[src/rtl/uart_rx_buffered.sv]
// 8N1 UART receiver (16x oversampled by rxclken) feeding a first-word-fall-through FIFO.
// Optional even-parity checking is enabled by defining UART_RX_PARITY_EN.
module uart_rx_buffered #(
  parameter int DEPTH       = 8,
  parameter int OVERSAMPLE  = 16,
  parameter int SYNC_STAGES = 2
) (
  input  logic                     rxclk,
  input  logic                     rst,
  input  logic                     rxclken,
  input  logic                     rx,
  input  logic                     rd_en,
  output logic [7:0]               dout,
  output logic                     empty,
  output logic                     full,
  output logic [$clog2(DEPTH):0]   count,
  output logic                     frame_err,
  output logic                     overrun
`ifdef UART_RX_PARITY_EN
  ,
  output logic                     parity_err
`endif
);

  localparam int AW = $clog2(DEPTH);
  localparam int CW = $clog2(OVERSAMPLE);
  localparam logic [CW-1:0] CNT_MID = CW'(OVERSAMPLE/2 - 1);
  localparam logic [CW-1:0] CNT_END = CW'(OVERSAMPLE - 1);
  localparam logic [AW:0]   CNT_FULL = (AW+1)'(DEPTH);

`ifdef UART_RX_PARITY_EN
  typedef enum logic [2:0] {IDLE, START, DATA, PARITY, STOP} state_t;
`else
  typedef enum logic [2:0] {IDLE, START, DATA, STOP} state_t;
`endif

  logic [SYNC_STAGES-1:0] rx_sync_p0;
  logic                   rx_s;
  state_t                 state;
  logic [CW-1:0]          cnt;
  logic [2:0]             bit_idx;
  logic [7:0]             shreg;
  logic [7:0]             mem [DEPTH];
  logic [AW-1:0]          wr_ptr;
  logic [AW-1:0]          rd_ptr;
  logic                   at_mid;
  logic                   at_end;
  logic                   stop_smp;
  logic                   good_byte;
  logic                   push;
  logic                   pop;
  logic                   drop;
`ifdef UART_RX_PARITY_EN
  logic                   par_bad;
`endif

  // Synchronizer stage: runs every rxclk, not just on ticks
  always_ff @(posedge rxclk or posedge rst) begin
    if (rst) rx_sync_p0 <= '1;
    else     rx_sync_p0 <= {rx_sync_p0[SYNC_STAGES-2:0], rx};
  end

  assign rx_s     = rx_sync_p0[SYNC_STAGES-1];
  assign at_mid   = (cnt == CNT_MID);
  assign at_end   = (cnt == CNT_END);
  assign stop_smp = rxclken && (state == STOP) && at_end;
  assign pop      = rd_en && !empty;
`ifdef UART_RX_PARITY_EN
  assign good_byte = stop_smp && rx_s && !par_bad;
`else
  assign good_byte = stop_smp && rx_s;
`endif
  // A pop in the stop-sample cycle frees the slot, so full alone does not drop
  assign push = good_byte && (!full || pop);
  assign drop = good_byte && full && !pop;

  // Framing stage: bit-level FSM and registered error pulses
  always_ff @(posedge rxclk or posedge rst) begin
    if (rst) begin
      state     <= IDLE;
      cnt       <= '0;
      bit_idx   <= '0;
      shreg     <= '0;
      frame_err <= 1'b0;
      overrun   <= 1'b0;
`ifdef UART_RX_PARITY_EN
      par_bad    <= 1'b0;
      parity_err <= 1'b0;
`endif
    end else begin
      frame_err <= stop_smp && !rx_s;
      overrun   <= drop;
`ifdef UART_RX_PARITY_EN
      parity_err <= stop_smp && rx_s && par_bad;
`endif
      if (rxclken) begin
        case (state)
          IDLE: begin
            if (!rx_s) begin
              state <= START;
              cnt   <= '0;
            end
          end
          START: begin
            if (at_mid) begin
              cnt <= '0;
              if (!rx_s) begin
                state   <= DATA;
                bit_idx <= '0;
              end else begin
                state <= IDLE;
              end
            end else begin
              cnt <= cnt + CW'(1);
            end
          end
          DATA: begin
            if (at_end) begin
              cnt     <= '0;
              shreg   <= {rx_s, shreg[7:1]};
              bit_idx <= bit_idx + 3'd1;
              if (bit_idx == 3'd7) begin
`ifdef UART_RX_PARITY_EN
                state <= PARITY;
`else
                state <= STOP;
`endif
              end
            end else begin
              cnt <= cnt + CW'(1);
            end
          end
`ifdef UART_RX_PARITY_EN
          PARITY: begin
            if (at_end) begin
              cnt     <= '0;
              par_bad <= (rx_s != ^shreg);
              state   <= STOP;
            end else begin
              cnt <= cnt + CW'(1);
            end
          end
`endif
          STOP: begin
            if (at_end) begin
              cnt   <= '0;
              state <= IDLE;
            end else begin
              cnt <= cnt + CW'(1);
            end
          end
          default: begin
            state <= IDLE;
            cnt   <= '0;
          end
        endcase
      end
    end
  end

  // Buffer stage: FWFT storage, pointers wrap modulo DEPTH
  always_ff @(posedge rxclk or posedge rst) begin
    if (rst) begin
      wr_ptr <= '0;
      rd_ptr <= '0;
      count  <= '0;
      for (int i = 0; i < DEPTH; i++) mem[i] <= '0;
    end else begin
      if (push) begin
        mem[wr_ptr] <= shreg;
        wr_ptr      <= wr_ptr + AW'(1);
      end
      if (pop) rd_ptr <= rd_ptr + AW'(1);
      case ({push, pop})
        2'b10:   count <= count + 1'b1;
        2'b01:   count <= count - 1'b1;
        default: count <= count;
      endcase
    end
  end

  assign dout  = mem[rd_ptr];
  assign empty = (count == '0);
  assign full  = (count == CNT_FULL);

endmodule

[config.mk]
export PLATFORM = sky130hd
export DESIGN_NAME = uart_rx_buffered
export DESIGN_NICKNAME = d
export VERILOG_FILES = /design/src/rtl/uart_rx_buffered.sv
export SDC_FILE = /design/constraint.sdc
export NUM_CORES = 1
export LEC_CHECK = 0
export ABC_AREA = 1
export BUFFER_PORTS_ARGS = -buffer_cell sky130_fd_sc_hd__buf_2
export CORE_AREA = 2 2 90 92
export CTS_BUF_LIST = sky130_fd_sc_hd__clkbuf_16
export CTS_CLUSTER_SIZE = 24
export DETAILED_ROUTE_END_ITERATION = 8
export DIE_AREA = 0 0 92 94
export PLACE_DENSITY = 0.82
export SYNTH_ARGS = -nofsm -noshare
export SYNTH_HDL_FRONTEND = slang
export SYNTH_SLANG_ARGS = --single-unit
[constraint.sdc]
create_clock -name rxclk -period 5.3 [get_ports rxclk]
set_input_delay 0.265 -clock rxclk [delete_from_list [all_inputs] [get_ports rxclk]]
set_output_delay 0.265 -clock rxclk [all_outputs]
set_load 0.05 [all_outputs]
==> impl_metrics.ini, run 1 <==
[outcome]
outcome = finished clean

[logic_synthesis]
mappedNetlistArea_um2 = 4530
synth_nets = 539
async_reset_ff_share_pct = 100
ys_ff_latch = 95
netlist-cell-type-count = 32
ys_warn_count = 0
synth_edf_count = 0
synth-seq-area-share_pct = 52.5
syn_area_per_cell_um2 = 8.62
synthCells = 526
synth-main-ff-cell = dfrtp_1

[drt]
totalWireLength_um = 9340
drt-vias-per-instance = 5.51
vias = 3563
drtPass1Iterations = 8
postRouteAntennaNets = 0
post_drt_wl_per_cell_um = 14.4
drt_iter0_markers = 302
drcViolationCount = 0

[layout]
drive_gt1_share_pct = 11.6
synthToLayoutAreaGrowth_pct = 8.97
nets = 553
final_cells = 647
final_cell_mix = 136 x nand2_1, 93 x dfrtp_1, 68 x nor2_1
diodes = 0
final_common_cell = nand2_1

[hold_path]
worstHoldPathType = in -> reg
holdPathStages = 1

[clocking]
path_clk_slew_ns = 0.07
cts.sinks = 95
clock_latency_ns = 0.35
cts_tree = yes
cts_buffer_depth = 2
cts_resized = 0
cts_root_buffer = clkbuf_16
h-tree-depth = 3
cts_buffers = 9

[critical_path]
worstSetupEndpoint = count[2]
worstPathArrival_ns = 3.56
worst_r2r_startpoint = count[0]
rrSetupSlack_ns = 2.01
worst_setup_path_end_kind = register
critical_path_class = reg -> reg
cp_common_cell = nor2_1
rr_endpoint = count[2]
r2r_cells = 10
startpoint_type = register
cp-startpoint = count[0]
crit_path_max_fanout = 11
critical_path.max_stage_delay_ns = 0.80
path_cells = nor2_1 > nand4_1 > nand2_1 > ha_1 > nor2_1 > nor2_1 > ha_1 > a21oi_1 > or2_2 > a31oi_1
cp.required_ns = 5.56
slowest_stage = nand4_1

[timing]
slew_violations = 0
timing.fmax_mhz = 304
max_slew_margin_pct = 24.4
timing.final.crit_share_pct = 62.1
rsz0062_at_grt = no
fin_skew_ns = 0.00981
finalSetupViolations = 0
worst_slew_pin_slew_ns = 1.13
finalSetupTns_ns = 0
timing.final.ws_setup_ns = 2.01
finalHoldViolations = 0
period_needed_ns = 3.29

[grt]
grt_pass1_vias = 3456
track_usage_pct = 23.7
overflow = 0
grt_max_degree = 88
antenna_found_initial = 0
grt_pass1_wl_um = 16200

[floorplanning]
coreArea_um2 = 7610
ios = 21
die_w_um = 92
die_area_um2 = 8650
initial_core_util_pct = 59.6
row_count = 32
die_h_um = 94

[power]
p_leak_nw = 2.30
irDropWorstVdd_mv = 0.181
power.density_nw_per_um2 = 475

[place]
place_inst = 630
io_buffer_count = 20
gp_congestion = 0.915
preCtsSetupSlack_ns = 2.07
dpl.hpwl_um = 5700

[job]
cap_violations = 0
-- through the flow --
step	instance area, um2	hold slack (ns)	utilization (%)	power (mW)
global placement	4640	0.151	61.0	1.70
floorplan	4530	0.269	-	1.53
CTS	4940	0.0138	64.9	2.35
detailed placement	4640	0.158	61.0	1.72
finish	4940	0.0193	64.9	2.34
global route	4940	0.00871	64.9	2.49
-- Yosys cell counts, drive strengths merged (3+ instances only) --
master / count / area, um2
nand2: 137 / 517
o21ai: 126 / 661
dfrtp: 93 / 2330
nor2: 71 / 293
inv: 31 / 116
nand3: 17 / 185
buf: 10 / 101
clkbuf: 10 / 37.5
ha: 8 / 100
xor2: 5 / 43.8
nand4: 4 / 25.0
a21oi: 3 / 15.0
-- cells by family (layout without fill, tap and decap cells) --
logic type	after synthesis	after routing	synth area share, %
XOR/XNOR	6	6	1.16
buffers and inverters	52	71	5.71
flip-flops	95	95	52.5
adder cells (fa/ha/maj)	8	8	2.21
AND/OR/NAND/NOR	232	232	22.9
AO/OA/AOI/OAI	133	133	15.5
-- sequential cells by signal, indices dropped and copies added, names as in the netlist --
register    cells
bit_idx         3
overrun         1
rd_ptr          3
shreg           8
rx_sync_p0      2
count           4
wr_ptr          3
mem            64
state           2
frame_err       1
cnt             4
-- routing by layer --
| metal | GRT usage, % | vias to the layer above | part of all wire, % |
|---|---|---|---|
| met2 | 39.7 | 94 | 49 |
| met3 | 4.17 | 14 | 4.8 |
| met4 | 7.34 | 0 | 1.4 |
| met1 | 31.7 | 1704 | 45 |
| li1 | - | 1751 | - |
| met5 | 0 | - | 0 |
-- critical path: cells and delay by family (launching register included) --
family | cells | cell delay (ns)
AND/OR/NAND/NOR | 6 | 2.07
adder cells (fa/ha/maj) | 2 | 0.47
flip-flops | 1 | 0.46
AO/OA/AOI/OAI | 2 | 0.20
-- cell type report --
| class | instances | area (um2) |
|---|---|---|
| clock inverters | 7 | 66.3 |
| fillers | 612 | 2670 |
| multi-input cells | 379 | 1890 |
| clock buffers | 9 | 225 |
| repair buffers | 23 | 125 |
| flip-flops and latches | 95 | 2380 |
| well taps | 102 | 128 |
| inverters | 32 | 121 |
-- how the worst min path moves through the flow --
| stage | endpoint | slack [ns] | start |
|---|---|---|---|
| 6_report | rx_sync_p0[0] | 0.02 | rx |
| 5_1_grt | rx_sync_p0[0] | 0.009 | rx |
| 4_1_cts | rx_sync_p0[0] | 0.01 | rx |
| 3_5_place_dp | overrun | 0.16 | rst |
| 3_3_place_gp | overrun | 0.15 | rst |
| 2_1_floorplan | rx_sync_p0[0] | 0.27 | rx |
-- report_power, final --
group | switching [mW] | total (mW) | internal (mW) | leakage [nW]
Clock | 0.293 | 0.620 | 0.327 | 0.135
Combinational | 0.624 | 0.849 | 0.225 | 0.875
Sequential | 0.103 | 0.876 | 0.772 | 1.29
Total | 1.02 | 2.34 | 1.32 | 2.30
-- timing repair --
item	4_1_cts	5_1_grt
buffers inserted	0	0
hold endpoints to repair	6	0
hold buffers	1	0
setup endpoints to repair	0	0
No activity file was read; power rests on OpenSTA's default activity.
==> inputs of run 2 (changes only) <==
clock period = 3.4 ns   (was 5.3 ns; I/O delays follow)
==> impl_metrics.ini, run 2 (synthesis gave the netlist of run 1 again) <==
[critical_path]
r2r_cells = 14
critical_path_class = reg -> reg
path_cells = ha_1 > nand2_1 > nor2_4 > nand2_2 > nor2_8 > nand2_1 > ha_1 > nand2_1 > inv_1 > nor2_1 > ha_1 > a21oi_1 > or2_2 > a31oi_1
worstPathArrival_ns = 3.02
cp_num_buf_inv = 1
rrSetupSlack_ns = 0.64
path_depth = 14
crit_path_max_fanout = 10
cp-startpoint = cnt[0]
slowest_stage = dfrtp_1
worst_r2r_startpoint = cnt[0]
worst_setup_path_end_kind = register
worstSetupEndpoint = count[2]
rr_endpoint = count[2]
startpoint_type = register
cp.required_ns = 3.66
path_delay_family = simple AND/OR/NAND/NOR gates
critical_path.max_stage_delay_ns = 0.38

[grt]
grt_max_degree = 41
met3_usage_pct = 4.25
track_usage_pct = 25.7
overflow = 0
top_usage_layer = met2
grtUsageMet1_pct = 34.0
grt_pass1_vias = 3695
grt_pass1_wl_um = 17500
grtUsageMet2_pct = 42.6
antenna_found_initial = 0

[drt]
drt-vias-per-instance = 5.72
totalWireLength_um = 10000
drtPass1Iterations = 5
drcViolationCount = 0
vias = 3730
post_drt_wl_per_cell_um = 15.4
drt_iter0_markers = 305
postRouteAntennaNets = 0

[clocking]
clock_latency_ns = 0.34
cts_tree = yes
cts_root_buffer = clkbuf_16
cts.sinks = 95
cts_buffers = 9
post_cts.repair.setup_buffers = 0
h-tree-depth = 3
path_clk_slew_ns = 0.07
cts_resized = 0
cts_hold_buf = 2
cts_buffer_depth = 2

[power]
p_leak_nw = 2.34
irDropWorstVdd_mv = 0.400
power.density_nw_per_um2 = 755

[place]
gp_congestion = 0.852
io_buffer_count = 20
dpl.hpwl_um = 6180
place_inst = 634

[floorplanning]
initial_core_util_pct = 59.6
die_area_um2 = 8650
die_w_um = 92
coreArea_um2 = 7610
die_h_um = 94
ios = 21
row_count = 32

[layout]
largest_register_ffs = 64
utilization_pct = 65.8
final_cells = 652
regMostFlops = mem
n_fill_cell = 603
ff_latch_area_um2 = 2380
drive_gt1_share_pct = 12.0
final_cell_mix = 136 x nand2_1, 93 x dfrtp_1, 68 x nor2_1
nets = 558
multi_input_area_um2 = 1890
diodes = 0
synthToLayoutAreaGrowth_pct = 10.4
reg_top3 = mem: 64 flops, shreg: 8 flops
final_common_cell = nand2_1

[timing]
finalHoldViolations = 0
worst_slew_pin_slew_ns = 0.598
slew_violations = 0
rsz0062_at_grt = no
fin_skew_ns = 0.00851
period_needed_ns = 2.76
timing.final.crit_share_pct = 81.3
timing.fmax_mhz = 362
finalSetupViolations = 0
finalSetupTns_ns = 0
max_slew_margin_pct = 60.1

[hold_path]
worstHoldPathType = in -> reg

[outcome]
outcome = finished clean

[job]
cap_violations = 0
-- run 2: cell types whose count changed in the layout (fill, tap and decap cells not counted) --
cell,delta
inv_1,+1
dlygate4sd3_1,+1
bufinv_16,+2
clkinv_8,-1
buf_4,+4
clkinv_4,-2
clkinv_2,+2
inv_6,-2
-- run 2: routing by layer --
layer | vias up | wire, um
met5 | - | 0
met4 | 0 | 168
met3 | 21 | 521
met1 | 1818 | 4260
li1 | 1764 | -
met2 | 127 | 5080
-- run 2: where the power goes --
group	internal, mW	total (mW)	switching (mW)
Sequential	1.21	1.33	0.129
Combinational	0.363	1.38	1.01
Clock	0.639	1.07	0.427
-- run 2: worst min path at each step --
stage,from,to,slack (ns),cells past startpoint
2_1_floorplan,rx,rx_sync_p0[0],0.17,0
3_3_place_gp,rst,mem[63],0.12,2
3_5_place_dp,rst,mem[63],0.12,2
4_1_cts,rd_en,rd_ptr[0],0.18,3
5_1_grt,rd_en,rd_ptr[0],0.20,3
6_report,rd_en,rd_ptr[0],0.19,3
-- run 2: area by class of cell --
class	count	share of cell area (%)
inverters	32	2.43
multi-input cells	379	37.9
flip-flops and latches	95	47.6
well taps	102	2.55
repair buffers	28	3.30
clock inverters	7	1.78
clock buffers	9	4.50
-- run 2: metrics by stage --
stage | instance area (um2) | hold WS [ns] | power, mW | setup slack [ns]
after CTS | 5000 | 0.178 | 3.77 | 0.637
final | 5000 | 0.190 | 3.78 | 0.637
after global placement | 4670 | 0.123 | 2.66 | 0.816
after floorplan | 4530 | 0.174 | 2.38 | 0.756
after detailed placement | 4670 | 0.120 | 2.70 | 0.662
after global routing | 5000 | 0.197 | 4.00 | 0.349
-- run 2: worst register-to-register path, cell delays in order (launching register included) --
cell	delay, ns
dfrtp_1	0.38
ha_1	0.18
nand2_1	0.14
nor2_4	0.14
nand2_2	0.11
nor2_8	0.29
nand2_1	0.21
ha_1	0.29
nand2_1	0.10
inv_1	0.04
nor2_1	0.17
ha_1	0.18
a21oi_1	0.05
or2_2	0.30
a31oi_1	0.12
